## config.mk

```make
export PLATFORM = sky130hd
export DESIGN_NAME = bm_dag_log_pipe_flat
export DESIGN_NICKNAME = d
export VERILOG_FILES = /design/src/rtl/bm_dag_log_pipe_if.sv /design/src/rtl/bm_dag_log_pipe.sv /design/src/flat_wrapper.sv
export SDC_FILE = /design/constraint.sdc
export NUM_CORES = 1
export LEC_CHECK = 0
export BUFFER_PORTS_ARGS = -buffer_cell sky130_fd_sc_hd__buf_2
export CAP_MARGIN = 0
export CORE_AREA = 2 2 81 52
export DETAILED_ROUTE_END_ITERATION = 10
export DIE_AREA = 0 0 83 54
export GPL_TIMING_DRIVEN = 1
export PLACE_DENSITY = 0.76
export SETUP_SLACK_MARGIN = 0.05
export SLEW_MARGIN = 20
export SYNTH_ARGS = -nofsm -noshare
export SYNTH_HDL_FRONTEND = slang
export SYNTH_SLANG_ARGS = --single-unit
```

## constraint.sdc

```tcl
create_clock -name clock -period 2.3 [get_ports clock]
set_input_delay 0.46 -clock clock [delete_from_list [all_inputs] [get_ports clock]]
set_output_delay 0.46 -clock clock [all_outputs]
set_load 0.005 [all_outputs]
```

## src/rtl/bm_dag_log_pipe_if.sv

```systemverilog
// Handshake/data bundle for bm_dag_log_pipe; master drives transactions, slave is the pipe.
// Optional out_par exists only when DAG_LOG_PARITY_EN is defined.
interface bm_dag_log_pipe_if #(
    parameter int unsigned WIDTH   = 8,
    parameter int unsigned CWIDTH  = 1,
    parameter int unsigned COUNT_W = 4
);
    logic               in_valid;
    logic               in_ready;
    logic [1:0]         op_sel;
    logic [WIDTH-1:0]   a_in;
    logic [WIDTH-1:0]   b_in;
    logic [CWIDTH-1:0]  c_in;
    logic [CWIDTH-1:0]  d_in;
    logic               out_valid;
    logic               out_ready;
    logic [WIDTH-1:0]   out0;
    logic [CWIDTH-1:0]  out1;
    logic [COUNT_W-1:0] xfer_cnt;
`ifdef DAG_LOG_PARITY_EN
    logic               out_par;
`endif

    modport master (
        output in_valid, op_sel, a_in, b_in, c_in, d_in, out_ready,
        input  in_ready, out_valid, out0, out1, xfer_cnt
`ifdef DAG_LOG_PARITY_EN
        , input out_par
`endif
    );

    modport slave (
        input  in_valid, op_sel, a_in, b_in, c_in, d_in, out_ready,
        output in_ready, out_valid, out0, out1, xfer_cnt
`ifdef DAG_LOG_PARITY_EN
        , output out_par
`endif
    );
endinterface

```

## src/rtl/bm_dag_log_pipe.sv

```systemverilog
// Two logic cones feeding a 2-stage valid/ready pipeline with op select and a wrapping transfer counter.
// Define DAG_LOG_PARITY_EN to add the registered out_par = ^{out0,out1} output.
module bm_dag_log_pipe #(
    parameter int unsigned WIDTH   = 8,
    parameter int unsigned CWIDTH  = 1,
    parameter int unsigned COUNT_W = 4
) (
    input logic clock,
    input logic reset_n,
    bm_dag_log_pipe_if.slave bus
);

    typedef enum logic [1:0] {
        OP_AND  = 2'b00,
        OP_OR   = 2'b01,
        OP_XOR  = 2'b10,
        OP_XNOR = 2'b11
    } op_e;

    function automatic logic [WIDTH-1:0] op_eval(op_e op, logic [WIDTH-1:0] x, logic [WIDTH-1:0] y);
        logic [WIDTH-1:0] r;
        case (op)
            OP_AND:  r = x & y;
            OP_OR:   r = x | y;
            OP_XOR:  r = x ^ y;
            OP_XNOR: r = ~(x ^ y);
            default: r = '0;
        endcase
        return r;
    endfunction

    logic               s1_valid_q, s1_valid_d;
    logic [WIDTH-1:0]   x_q, x_d, y_q, y_d;
    logic [CWIDTH-1:0]  p_q, p_d, q_q, q_d;
    op_e                op_q, op_d;
    logic               out_valid_q, out_valid_d;
    logic [WIDTH-1:0]   out0_q, out0_d;
    logic [CWIDTH-1:0]  out1_q, out1_d;
    logic [COUNT_W-1:0] xfer_cnt_q, xfer_cnt_d;
`ifdef DAG_LOG_PARITY_EN
    logic               out_par_q, out_par_d;
`endif

    logic s2_free, s1_adv, in_ready, accept, out_xfer;

    always_comb begin
        s2_free  = !out_valid_q || bus.out_ready;
        s1_adv   = s1_valid_q && s2_free;
        in_ready = !s1_valid_q || s2_free;
        accept   = bus.in_valid && in_ready;
        out_xfer = out_valid_q && bus.out_ready;

        s1_valid_d  = s1_valid_q;
        x_d         = x_q;
        y_d         = y_q;
        p_d         = p_q;
        q_d         = q_q;
        op_d        = op_q;
        out_valid_d = out_valid_q;
        out0_d      = out0_q;
        out1_d      = out1_q;
        xfer_cnt_d  = xfer_cnt_q;
`ifdef DAG_LOG_PARITY_EN
        out_par_d   = out_par_q;
`endif

        // A new accept refills stage 1 in the same cycle its old contents advance.
        if (accept) begin
            s1_valid_d = 1'b1;
            x_d        = bus.a_in & bus.b_in;
            y_d        = (bus.a_in | bus.b_in) ^ bus.a_in;
            p_d        = (bus.c_in & bus.d_in) ^ bus.d_in;
            q_d        = (bus.c_in ^ bus.d_in) | bus.d_in;
            op_d       = op_e'(bus.op_sel);
        end else if (s1_adv) begin
            s1_valid_d = 1'b0;
        end

        if (s1_adv) begin
            out_valid_d = 1'b1;
            out0_d      = op_eval(op_q, x_q, y_q);
            out1_d      = p_q | q_q;
`ifdef DAG_LOG_PARITY_EN
            out_par_d   = ^{out0_d, out1_d};
`endif
        end else if (out_xfer) begin
            out_valid_d = 1'b0;
        end

        if (out_xfer) begin
            xfer_cnt_d = xfer_cnt_q + COUNT_W'(1);
        end
    end

    always_ff @(posedge clock or negedge reset_n) begin
        if (!reset_n) begin
            s1_valid_q  <= 1'b0;
            x_q         <= '0;
            y_q         <= '0;
            p_q         <= '0;
            q_q         <= '0;
            op_q        <= OP_AND;
            out_valid_q <= 1'b0;
            out0_q      <= '0;
            out1_q      <= '0;
            xfer_cnt_q  <= '0;
`ifdef DAG_LOG_PARITY_EN
            out_par_q   <= 1'b0;
`endif
        end else begin
            s1_valid_q  <= s1_valid_d;
            x_q         <= x_d;
            y_q         <= y_d;
            p_q         <= p_d;
            q_q         <= q_d;
            op_q        <= op_d;
            out_valid_q <= out_valid_d;
            out0_q      <= out0_d;
            out1_q      <= out1_d;
            xfer_cnt_q  <= xfer_cnt_d;
`ifdef DAG_LOG_PARITY_EN
            out_par_q   <= out_par_d;
`endif
        end
    end

    assign bus.in_ready  = in_ready;
    assign bus.out_valid = out_valid_q;
    assign bus.out0      = out0_q;
    assign bus.out1      = out1_q;
    assign bus.xfer_cnt  = xfer_cnt_q;
`ifdef DAG_LOG_PARITY_EN
    assign bus.out_par   = out_par_q;
`endif

endmodule
```

## src/flat_wrapper.sv

```systemverilog
// flat-port wrapper written by rule: the top's interface ports become plain ports
module bm_dag_log_pipe_flat 
#(
    parameter int unsigned WIDTH   = 8,
    parameter int unsigned CWIDTH  = 1,
    parameter int unsigned COUNT_W = 4
)
  (clock, reset_n, bus_in_valid, bus_op_sel, bus_a_in, bus_b_in, bus_c_in, bus_d_in, bus_out_ready, bus_in_ready, bus_out_valid, bus_out0, bus_out1, bus_xfer_cnt);
  bm_dag_log_pipe_if #(.WIDTH(WIDTH), .CWIDTH(CWIDTH), .COUNT_W(COUNT_W)) bus_i ();
  input logic clock;
  input logic reset_n;
  input wire logic [$bits(bus_i.in_valid)-1:0] bus_in_valid;
  input wire logic [$bits(bus_i.op_sel)-1:0] bus_op_sel;
  input wire logic [$bits(bus_i.a_in)-1:0] bus_a_in;
  input wire logic [$bits(bus_i.b_in)-1:0] bus_b_in;
  input wire logic [$bits(bus_i.c_in)-1:0] bus_c_in;
  input wire logic [$bits(bus_i.d_in)-1:0] bus_d_in;
  input wire logic [$bits(bus_i.out_ready)-1:0] bus_out_ready;
  output wire logic [$bits(bus_i.in_ready)-1:0] bus_in_ready;
  output wire logic [$bits(bus_i.out_valid)-1:0] bus_out_valid;
  output wire logic [$bits(bus_i.out0)-1:0] bus_out0;
  output wire logic [$bits(bus_i.out1)-1:0] bus_out1;
  output wire logic [$bits(bus_i.xfer_cnt)-1:0] bus_xfer_cnt;
  assign bus_i.in_valid = bus_in_valid;
  assign bus_i.op_sel = bus_op_sel;
  assign bus_i.a_in = bus_a_in;
  assign bus_i.b_in = bus_b_in;
  assign bus_i.c_in = bus_c_in;
  assign bus_i.d_in = bus_d_in;
  assign bus_i.out_ready = bus_out_ready;
  assign bus_in_ready = bus_i.in_ready;
  assign bus_out_valid = bus_i.out_valid;
  assign bus_out0 = bus_i.out0;
  assign bus_out1 = bus_i.out1;
  assign bus_xfer_cnt = bus_i.xfer_cnt;
  bm_dag_log_pipe #(.WIDTH(WIDTH), .CWIDTH(CWIDTH), .COUNT_W(COUNT_W)) u_core (.clock(clock), .reset_n(reset_n), .bus(bus_i));
endmodule
```

### Word-level counts from Yosys, hierarchy flattened

Cells that the tools add are included.

* flip-flop bits (word level): 35
* bits in latches: 0
* bits in writable memories: 0
* bits in read-only memories: 0
* input port bits: 24
* output and inout bits: 15
* logic and storage cells: 41
* memories: 0

* add/subtract/negate cells: 1
* $mul: 0
* divide/modulo/power cells: 0
* order comparisons: 0
* equal/unequal tests: 3
* shifts and indexed selects: 0
* multiplexer cells: 5
* bitwise operators: 12
* reduce and logical (&&, ||, !) cells: 10

Operators with widths (number)
* $pmux 8 s4: 1
* $and 8x8->8: 2
* $or 8x8->8: 2
* $xor 8x8->8: 2
* $not 8->8: 1
* $add 4x1->4 const B: 1
* $eq 2x2->1 const B: 2
* $mux 1: 4
* $reduce_bool 2->1: 2
* $logic_and 1x1->1: 3
* $eq 2x1->1 const B: 1
* $logic_not 1->1: 2
* $logic_not 2->1: 1
* $logic_or 1x1->1: 2
* $or 1x1->1: 2
* $xor 1x1->1: 2
* $and 1x1->1: 1

### Depth between registers and ports, before layout

Gate-level depths: netlist of run 1.

* depth in word-level cells: 5
* depth in mapped cells: 5
* gate-level depth less buffers: 5

### Least setup slack after synthesis of run 1

No wires, ideal clock.

* path kind: input to register
* start point: input port bus_out_ready
* end point: register u_core.op_q[0]
* library setup time: 0.125 ns
* arrival time: 1.119 ns
* data required time: 2.175 ns
* setup slack: 1.056 ns
* stages: 3
* path buffers: 0
* path through: nand3b_4 -> nand2_8 -> mux2_2

* longest elaborated chain between the ends: 3

RTL lines
* start, declared: line flat_wrapper.sv:18 `input wire logic [$bits(bus_i.out_ready)-1:0] bus_out_ready;`
* $logic_or 1x1->1: line bm_dag_log_pipe.sv:47 `s2_free = !out_valid_q || bus.out_ready;`
* $logic_or 1x1->1: line bm_dag_log_pipe.sv:49 `in_ready = !s1_valid_q || s2_free;`
* $logic_and 1x1->1: line bm_dag_log_pipe.sv:50 `accept = bus.in_valid && in_ready;`
* end signal, assigned: line bm_dag_log_pipe.sv:116 `op_q <= op_d;`
* end, declared: line bm_dag_log_pipe.sv:35 `op_e op_q, op_d;`

No other way between the ends.
A chain may end at the register's enable or synchronous reset.

### Final worst setup path of run 1

* start point: register u_core.s1_valid_q
* end point: output port bus_in_ready

* longest elaborated chain between the ends: 2

RTL lines
* start, declared: line bm_dag_log_pipe.sv:32 `logic s1_valid_q, s1_valid_d;`
* start signal, assigned: line bm_dag_log_pipe.sv:111 `s1_valid_q <= s1_valid_d;`
* $logic_not 1->1: line bm_dag_log_pipe.sv:49
* $logic_or 1x1->1: line bm_dag_log_pipe.sv:49
* end, declared: line flat_wrapper.sv:19 `output wire logic [$bits(bus_i.in_ready)-1:0] bus_in_ready;`

No other way between the ends.

==> results.md, run 1 <==
* CP required at between 1.5 and 2 ns
* Hold WC Path Type: in -> async
* Clock Pin Slew Worst Setup and Hold Paths at 0.07 ns
* Initial Util at 50.1%
* Final period utilization at 68.2%
* Post-synthesis cell count at 172
* Setup Skew at 0.00692 ns
* Synth area leaders: dfrtp_1 (45%), ha_1 (11%), mux2i_1 (8.3%)
* Placed Cells at 255
* Final min period at approximately 1.6 ns
* H-tree depth at 2
* Clk buf depth at 2
* Non-filler instance count after layout at ~260
* Initial DRC count at 53
* First-pass GRT wire length at 5290 um
* Initial antenna violation count at 0
* Placer congestion estimate at 0.729
* Post-Syn Nets at ~210
* Filler instances at 338
* Ys flop type: dfrtp_1
* VDD IR max at between 0.4 and 0.5 mV
* Synth cell types at 27
* Area Growth Syn to Fin at 15.8%
* Pwr/cell area at between 800 and 900 nW/um2
* Startpoint types: flop
* Sequential share of the synthesized area at 45.4%
* CTS tree: built
* Vias in the first global route at 1193
* Layout cells sized above 1 at 25.8%
* Core box area at 3850 um2
* DRT Pass-1 Iters at 4
* Die Y at 54 um
* DR vias at between 1k and 1.5k
* Io pins at 39
* Largest net degree at the start of global routing at 36
* Leading area contributor after synthesis: dfrtp_1
* Core Util, Final at between 50 and 60%
* Worst-path fanout max at 7
* R2r startpoint: u_core.op_q[0]$_DFFE_PN0P_
* Worst Max-Slew Pin Slew at about 0.86 ns
* Total CTS buffers at 5
* Wire per inst at 12.5 um
* Syn_area_per_cell at 11.2 um2
* Leak pwr at 1.14 nW
* CP Capture Type: output pin
* Final Setup Violations at 0
* Hpwl dp at 2380 um
* Row cnt at 18
* Clock insertion delay at the later pin of the skew report at 0.29 ns
* FMAX at 638 MHz
* Storage cell area at between 800 and 900 um2
* CTS Sinks at 35
* Most frequent cell after synthesis: dfrtp_1
* Outcome: finished, final reports clean
* Tot GR Track Use at 15.7%
* CTS Hold Bufs at 0
* EDFF count, synth at 0
* Ant diodes at 0
* Post-cts gate resize count at 0
* Multi-input logic area at 943 um2
* Max cap viols at 0
* Worst EP arrival at 1.11 ns
* Final wirelength at 3280 um
* Warning count from the yosys run at 0
* IO Port Bufs at 38
* Antenna-violating nets left at 0
* Vias/cell at approximately 5
* Yosys reg bits at 35
* Crit Path Category: reg -> out
* Clk root buf: clkbuf_8
* Area fraction of the dominant cell type after synthesis at 45.4%
* Die Wd at about 83 um
* Final Max Slew Viols at 0
* Setup bufs post-CTS at 0
* Unrepaired setup endpoints after global routing: false
* Crit path from: u_core.s1_valid_q$_DFFE_PN0P_
* Slew HR at 42.4%
* Synthesized area at 1930 um2
* Die area at 4480 um2
* DRC at 0
* Commonest cells in the netlist: dfrtp_1 (35), ha_1 (17), inv_1 (16), mux2i_1 (16), nor2_1 (11)
* Remaining Overflow, GRT at 0
* Fin. Hold Viols at 0
* Fin Setup TNS at 0 ns
* Final #Nets at 253
* WHS at around 0.25 ns
* Synth async-reset ratio at 100%
sequential cells by signal, indices dropped and copies added, names as in the netlist:
| register | cells |
|---|---|
| u_core.bus.out0 | 8 |
| u_core.bus.out1 | 1 |
| u_core.bus.out_valid | 1 |
| u_core.bus.xfer_cnt | 4 |
| u_core.op_q | 2 |
| u_core.p_q | 1 |
| u_core.q_q | 1 |
| u_core.s1_valid_q | 1 |
| u_core.x_q | 8 |
| u_core.y_q | 8 |
path summary, 6_finish.rpt:
| kind | slack (ns) | to | cells after the start |
|---|---|---|---|
| worst max-delay path | 0.73 | bus_in_ready | 2 |
| worst min-delay path | 0.25 | u_core.y_q[6]$_DFFE_PN0P_ | 1 |
| worst max register to register | 0.74 | u_core.bus.out0[3]$_DFFE_PN0P_ | 3 |
| worst min register to register | 0.47 | u_core.bus.xfer_cnt[3]$_DFFE_PN0P_ | 1 |
| max in group asynchronous | 1.56 | u_core.bus.xfer_cnt[1]$_DFFE_PN0P_ | 1 |
| min in group clock | 0.41 | u_core.op_q[0]$_DFFE_PN0P_ | 2 |
area by class of cell:
| class | instances | area share (%) |
|---|---|---|
| sequential | 35 | 39.2 |
| tap | 50 | 2.80 |
| multi-input combinational | 116 | 42.3 |
| clock buffer | 8 | 4.48 |
| inverter | 16 | 2.69 |
| timing repair buffer | 38 | 8.52 |
layout by cell type, fill, tap and decap left out:
cell / netlist / final
xor2_1: 1 / 1
xnor2_1: 10 / 10
nand3b_4: 1 / 1
nand2_8: 1 / 1
or2b_2: 1 / 1
ha_1: 17 / 17
clkbuf_8: 0 / 7
nand2_2: 1 / 1
nor2b_1: 1 / 1
clkbuf_1: 0 / 1
nor2_1: 11 / 11
or2b_1: 1 / 1
dfrtp_1: 35 / 35
inv_1: 16 / 16
nor3_1: 8 / 8
buf_2: 2 / 38
mux2i_1: 16 / 16
a21oi_1: 10 / 10
mux2_2: 4 / 4
nor3b_4: 1 / 1
a31oi_1: 2 / 2
nand3_1: 2 / 2
a221o_1: 8 / 8
nand2_1: 10 / 10
nand2b_1: 9 / 9
nor2b_4: 1 / 1
cells by family (layout without fill, tap and decap cells):
logic type | after synthesis | in the layout | synth area share (%)
buffers and inverters | 21 | 62 | 5.65
flip-flops | 35 | 35 | 45.4
AO/OA/AOI/OAI | 20 | 20 | 7.40
AND/OR/NAND/NOR | 48 | 48 | 14.9
XOR/XNOR | 11 | 11 | 5.00
multiplexers | 20 | 20 | 10.6
adder cells (fa/ha/maj) | 17 | 17 | 11.0
power by group:
part           total [mW]  internal [mW]  switching (mW)  leakage (nW)
Combinational       0.511          0.282           0.229         0.654
Sequential          0.873          0.754           0.119         0.430
Clock               0.492          0.273           0.219        0.0515
Total                1.88           1.31           0.567          1.14
worst max-delay path, cell delays in order, from the launching register on:
cell	delay (ns)
dfrtp_1	0.50
nand3b_4	0.16
buf_2	0.16
per-layer routing:
layer | share of wire (%) | routed length (um) | GRT usage (%) | up-vias
met5 | 0 | 0 | 0 | -
met4 | 0.64 | 21 | 6.56 | 0
met3 | 4.3 | 140 | 5.21 | 3
met2 | 45 | 1460 | 25.9 | 24
met1 | 50 | 1660 | 19.5 | 624
li1 | - | - | - | 665
stage by stage:
stage | cell area (um2) | setup WS (ns) | power, mW
2_1_floorplan | 1930 | 1.06 | 1.22
3_3_place_gp | 2130 | 0.799 | 1.38
3_5_place_dp | 2130 | 0.766 | 1.40
4_1_cts | 2230 | 0.718 | 1.90
5_1_grt | 2230 | 0.655 | 2.00
6_report | 2230 | 0.732 | 1.88
Power figures use the tool's default switching activity.
==> run 2, diff against run 1 <==
--- a/config.mk
+++ b/config.mk
@@ -5,11 +5,12 @@
 export SDC_FILE = /design/constraint.sdc
 export NUM_CORES = 1
 export LEC_CHECK = 0
+export ABC_AREA = 1
 export BUFFER_PORTS_ARGS = -buffer_cell sky130_fd_sc_hd__buf_2
 export CAP_MARGIN = 0
-export CORE_AREA = 2 2 81 52
+export CORE_AREA = 2 2 82 53
 export DETAILED_ROUTE_END_ITERATION = 10
-export DIE_AREA = 0 0 83 54
+export DIE_AREA = 0 0 84 55
 export GPL_TIMING_DRIVEN = 1
 export PLACE_DENSITY = 0.76
 export SETUP_SLACK_MARGIN = 0.05
==> constraint.sdc (replaced) <==
create_clock -name clock -period 1.6 [get_ports clock]
set_input_delay 0.32 -clock clock [delete_from_list [all_inputs] [get_ports clock]]
set_output_delay 0.32 -clock clock [all_outputs]
set_load 0.005 [all_outputs]
==> results.md, run 2 <==
* Clock Pin Slew Worst Setup and Hold Paths at 0.07 ns
* FMAX at 700 MHz
* Ant diodes at 0
* R2R setup slack at 0.17 ns
* Initial antenna violation count at 0
* Area Growth Syn to Fin at 17.4%
* VDD IR max at 0.809 mV
* Leading area contributor after synthesis: dfrtp_1
* Io pins at 39
* Sequential share of the synthesized area at 44.0%
* Final Max Slew Viols at 0
* First-pass GRT wire length at around 6400 um
* Initial Util at between 50% and 60%
* EDFF count, synth at 0
* Largest net degree at the start of global routing at 25
* Clock insertion delay at the later pin of the skew report at 0.29 ns
* Vias/cell at 4.66
* Fin. Hold Viols at 0
* Placer congestion estimate at slightly above 0.8
* Area fraction of the dominant cell type after synthesis at 44.0%
* IO Port Bufs at 38
* Vias in the first global route at 1396
* Die Y at 55 um
* Placed Cells at around 340
* Die Wd at around 84 um
* Core box area at 3900 um2
* Post-synthesis cell count at between 200 and 300
* Layout cells sized above 1 at a little under a fifth
* Max cap viols at 0
* Setup Skew at 0.00723 ns
* Start point of the worst min-delay path: bus_op_sel[1]
* Hpwl dp at 2880 um
* Hold WC Path Type: in -> reg
* Clk root buf: clkbuf_8
* Synth area leaders: dfrtp_1 (44%), nand2_1 (11%), ha_1 (11%)
* Final Setup Violations at 0
* Tot GR Track Use at around 18%
* Warning count from the yosys run at 0
* Synth cell types at 16
* Commonest non-fill, non-tap cell in the layout: nand2_1
* Synthesized area at 1990 um2
* Worst EP arrival at between 1.5 and 2 ns
* Syn_area_per_cell at around 8 um2
* DRC at 0
* Final min period at 1.43 ns
* Non-filler instance count after layout at 350
* Filler instances at 386
* Final wirelength at 3780 um
* Unrepaired setup endpoints after global routing: false
* Row cnt at 18
* CTS tree: built
* Hold depth at 3
* Commonest cells after routing, fill and taps aside: nand2_1 (59), inv_1 (43), buf_2 (38)
* Post-cts gate resize count at 0
* Final period utilization at 89.3%
* Commonest cells in the netlist: nand2_1 (59), inv_1 (43), dfrtp_1 (35)
* Worst Max-Slew Pin Slew at 0.404 ns
* Clk buf depth at 2
* Synth async-reset ratio at 100%
* CP required at between 1.5 and 2 ns
* CTS Hold Bufs at 1
* Worst-path fanout max at 9
* Slew HR at 73.1%
* Crit Path Category: reg -> reg
* Fin Setup TNS at 0 ns
* Pwr/cell area at 1140 nW/um2
* Remaining Overflow, GRT at 0
* Ys flop type: dfrtp_1
* CP Capture Type: flop
* Wire per inst at 10.8 um
* Final Power at 2.66 mW
* Startpoint types: flop
* Reg-to-Reg End: u_core.bus.out0[3]$_DFFE_PN0P_
* Leak pwr at 1.26 nW
* DR vias at ~1.6k
* Antenna-violating nets left at 0
* Total CTS buffers at 5
* Hold Path Sink: u_core.op_q[1]$_DFFE_PN0P_
* H-tree depth at 2
* Yosys reg bits at 35
* Die area at 4620 um2
* R2r startpoint: u_core.op_q[0]$_DFFE_PN0P_
* Register-to-Register Path Depth at 5
* Post-Syn Nets at 296
* Setup bufs post-CTS at 0
* CTS Sinks at 35
* Initial DRC count at 54
* Final #Nets at 340
* Outcome: finished, final reports clean
* Most frequent cell after synthesis: nand2_1
* DRT Pass-1 Iters at 4
[run 2: cell families after synthesis]
logic type | count (synthesis) | synth area share (%)
compound gates | 21 | 5.65
xor+xnor | 3 | 1.32
fa+ha+maj | 17 | 10.7
buf+inv | 54 | 12.0
flops | 35 | 44.0
mux | 1 | 0.565
simple gates | 124 | 25.8
[run 2: worst max path at each step]
stage	from	cells past startpoint	endpoint
after floorplan	u_core.bus.out_valid$_DFFE_PN0P_	4	u_core.bus.out1$_DFFE_PN0P_
after global placement	u_core.op_q[0]$_DFFE_PN0P_	5	u_core.bus.out0[3]$_DFFE_PN0P_
after detailed placement	bus_out_ready	7	u_core.x_q[1]$_DFFE_PN0P_
after CTS	u_core.op_q[0]$_DFFE_PN0P_	5	u_core.bus.out0[3]$_DFFE_PN0P_
after global routing	u_core.op_q[0]$_DFFE_PN0P_	5	u_core.bus.out0[3]$_DFFE_PN0P_
final	u_core.op_q[0]$_DFFE_PN0P_	5	u_core.bus.out0[3]$_DFFE_PN0P_
[run 2: area by class of cell]
type	count	area (um2)	area share (%)
Clock buffer	5	68.8	2.94
Clock inverter	3	20.0	0.856
Inverter	45	169	7.22
Multi-Input combinational cell	166	877	37.5
Sequential cell	35	876	37.5
Tap cell	50	62.6	2.68
Timing Repair Buffer	46	265	11.3
[run 2: power by group]
part | leakage, nW | internal, mW | switching, mW
Combinational | 0.791 | 0.368 | 0.420
Sequential | 0.431 | 1.08 | 0.157
Clock | 0.0402 | 0.303 | 0.334
[run 2: routing by layer]
layer,wire [um],global-route usage [%],up-vias
li1,-,-,871
met1,2020,25.4,723
met2,1550,26.5,31
met3,170,5.49,6
met4,37,5.65,0
met5,0,0,-
[run 2: critical path, stage by stage (launching register included)]
cell      delay (ns)
dfrtp_1         0.52
clkinv_1        0.33
nand3_1         0.15
nand3_1         0.08
nor2_1          0.17
nor2_1          0.06
[run 2: stage by stage]
stage	utilization, %	hold slack [ns]	worst slack, ns	cell area, um2
finish	60.0	0.236	0.171	2340
CTS	60.0	0.233	0.229	2340
detailed placement	57.5	0.271	0.242	2240
global route	60.0	0.252	0.0967	2340
floorplan	-	0.0244	0.486	1990
global placement	57.5	0.266	0.273	2240
==> run 3, diff against run 2 <==
--- a/config.mk
+++ b/config.mk
@@ -5,14 +5,13 @@
 export SDC_FILE = /design/constraint.sdc
 export NUM_CORES = 1
 export LEC_CHECK = 0
-export ABC_AREA = 1
 export BUFFER_PORTS_ARGS = -buffer_cell sky130_fd_sc_hd__buf_2
 export CAP_MARGIN = 0
-export CORE_AREA = 2 2 82 53
+export CORE_AREA = 2 2 84 54
 export DETAILED_ROUTE_END_ITERATION = 10
-export DIE_AREA = 0 0 84 55
+export DIE_AREA = 0 0 86 56
 export GPL_TIMING_DRIVEN = 1
-export PLACE_DENSITY = 0.76
+export PLACE_DENSITY = 0.74
 export SETUP_SLACK_MARGIN = 0.05
 export SLEW_MARGIN = 20
 export SYNTH_ARGS = -nofsm -noshare
==> constraint.sdc (replaced) <==
create_clock -name clock -period 1.15 [get_ports clock]
set_input_delay 0.23 -clock clock [delete_from_list [all_inputs] [get_ports clock]]
set_output_delay 0.23 -clock clock [all_outputs]
set_load 0.005 [all_outputs]
==> results.md, run 3 (synthesized netlist as in run 1, its figures left out) <==
* Final #Nets at slightly above 300
* Slew HR at 77.6%
* Core Util, Final at 74.6%
* Final Worst Setup Slack at -0.167 ns
* FMAX at 759 MHz
* Clock power frac at 20.8%
* Max cap viols at 0
* Hold WC Path Type: in -> reg
* Final wirelength at ~4200 um
* IO Port Bufs at 38
* Final Max Slew Viols at 0
* Setup Skew at 0.00938 ns
* Startpoint types: flop
* Fin. Hold Viols at 0
* Worst-path fanout max at 2
* Critical-path top delay cell: dfrtp_1
* Unrepaired setup endpoints after global routing: true
* Non-filler instance count after layout at 316
* Clock insertion delay at the later pin of the skew report at 0.29 ns
* First-pass GRT wire length at 7110 um
* Clk root buf: clkbuf_8
* Total CTS buffers at 5
* Initial Util at 48.4%
* Remaining Overflow, GRT at 0
* Hpwl dp at 2740 um
* Outcome: complete, but fails checks
* Final period utilization at 115%
* H-tree depth at 2
* Crit Path Category: reg -> reg
* DRC at 0
* Sequential power share at 38.7%
* Io pins at 39
* CTS tree: built
* Max incr delay on CP at 0.40 ns
* Worst EP arrival at 1.49 ns
* Clk buf depth at 2
* Vias in the first global route at approximately 1.6k
* Worst path cell trace: buf_4 > ha_2 > nor2_2 > a21oi_2 > a221o_1
* Antenna-violating nets left at 0
* VDD IR max at ~0.71 mV
* Area Growth Syn to Fin at 54.2%
* Switching part of the total power at 31.3%
* R2r startpoint: u_core.y_q[4]$_DFFE_PN0P_
* Row cnt at 18
* Start point of the worst min-delay path: bus_op_sel[1]
* Placer congestion estimate at 0.726
* WHS at 0.170 ns
* Ant diodes at 0
* Layout cells sized above 1 at 58.6%
* Initial DRC count at 45
* Core box area at 3990 um2
* Violations in the final reports: setup timing
* Int Power at 3.08 mW
* Commonest cells after routing, fill and taps aside: buf_4 (40), buf_2 (36), dfrtp_1 (33)
* Pwr/cell area at 1510 nW/um2
* Tot GR Track Use at between 10% and 20%
* NetSw at roughly 1.4 mW
* Worst Max-Slew Pin Slew at 0.336 ns
* Leak pwr at 1.48 nW
* CP required at 1.32 ns
* Clock Pin Slew Worst Setup and Hold Paths at roughly 0.070 ns
* Combinational Power Share at 40.5%
* Placed Cells at approximately 290
* DRT Pass-1 Iters at 4
* CP Capture Type: flop
* CTS Sinks at 35
* Initial antenna violation count at 0
* R2R setup slack at -0.17 ns
* Commonest non-fill, non-tap cell in the layout: buf_4
* Crit path from: u_core.y_q[4]$_DFFE_PN0P_
* Die Y at 56 um
* DR vias at 1554
* Final min period at 1.32 ns
* Die area at 4820 um2
* Largest net degree at the start of global routing at 23
* Vias/cell at 4.92
* Wire per inst at 13.3 um
* Die Wd at 86 um
* Final Setup Violations at 11
run 3: what timing repair did:
item	in CTS	in global routing
cloned	0	0
resized for setup	38	28
pin swaps	19	12
setup buffers	14	3
endpoints found under the hold margin	13	0
endpoints found under the setup margin	22	37
hold buffers	1	0
run 3: worst max-delay path, delay by kind of cell (launching register included):
kind / cells / cell delay, ns
simple gates: 1 / 0.15
buf+inv: 1 / 0.14
fa+ha+maj: 1 / 0.17
compound gates: 2 / 0.35
flops: 1 / 0.40
run 3: metrics by stage:
| stage | area (um2) | TNS, ns | total power, mW | setup slack (ns) |
|---|---|---|---|---|
| CTS | 2830 | -1.07 | 4.29 | -0.138 |
| detailed placement | 2450 | -1.08 | 3.05 | -0.194 |
| finish | 2970 | -1.15 | 4.48 | -0.167 |
| global route | 2970 | -2.02 | 4.78 | -0.189 |
| global placement | 2450 | -0.786 | 3.00 | -0.109 |
| floorplan | 1940 | -0.591 | 2.44 | -0.0739 |
run 3: layout make-up:
type                    instances  area [um2]
clock buffers                   7        86.3
clock inverters                 1        5.00
inverters                      16        60.1
well taps                      50        62.6
multi-input cells             116        1200
fillers                       261        1010
flip-flops and latches         35         878
repair buffers                 91         678
run 3: path summary, 6_finish.rpt:
check                                                          end  depth (start not counted)
max in group asynchronous       u_core.bus.xfer_cnt[3]$_DFFE_PN0P_                          3
worst max register to register      u_core.bus.out0[4]$_DFFE_PN0P_                          5
worst min-delay path                    u_core.op_q[1]$_DFFE_PN0P_                          2
worst min register to register  u_core.bus.xfer_cnt[3]$_DFFE_PN0P_                          1
min in group asynchronous                u_core.y_q[5]$_DFFE_PN0P_                          2
worst max-delay path                u_core.bus.out0[4]$_DFFE_PN0P_                          5
run 3: per-layer routing:
metal  up-vias  part of all wire [%]  track usage, %
li1        769                     -               -
met1       746                    47            24.1
met2        30                    46            30.7
met3         9                   4.6            5.79
met4         0                   2.2            11.3
met5         -                     0               0
run 3: power by group through the flow:
stage | sequential [mW] | clock (mW) | combinational [mW]
floorplan | 1.72 | 0 | 0.728
detailed placement | 1.73 | 0 | 1.32
global placement | 1.73 | 0 | 1.27
global route | 1.77 | 1.03 | 1.98
finish | 1.73 | 0.932 | 1.82
CTS | 1.73 | 0.953 | 1.61
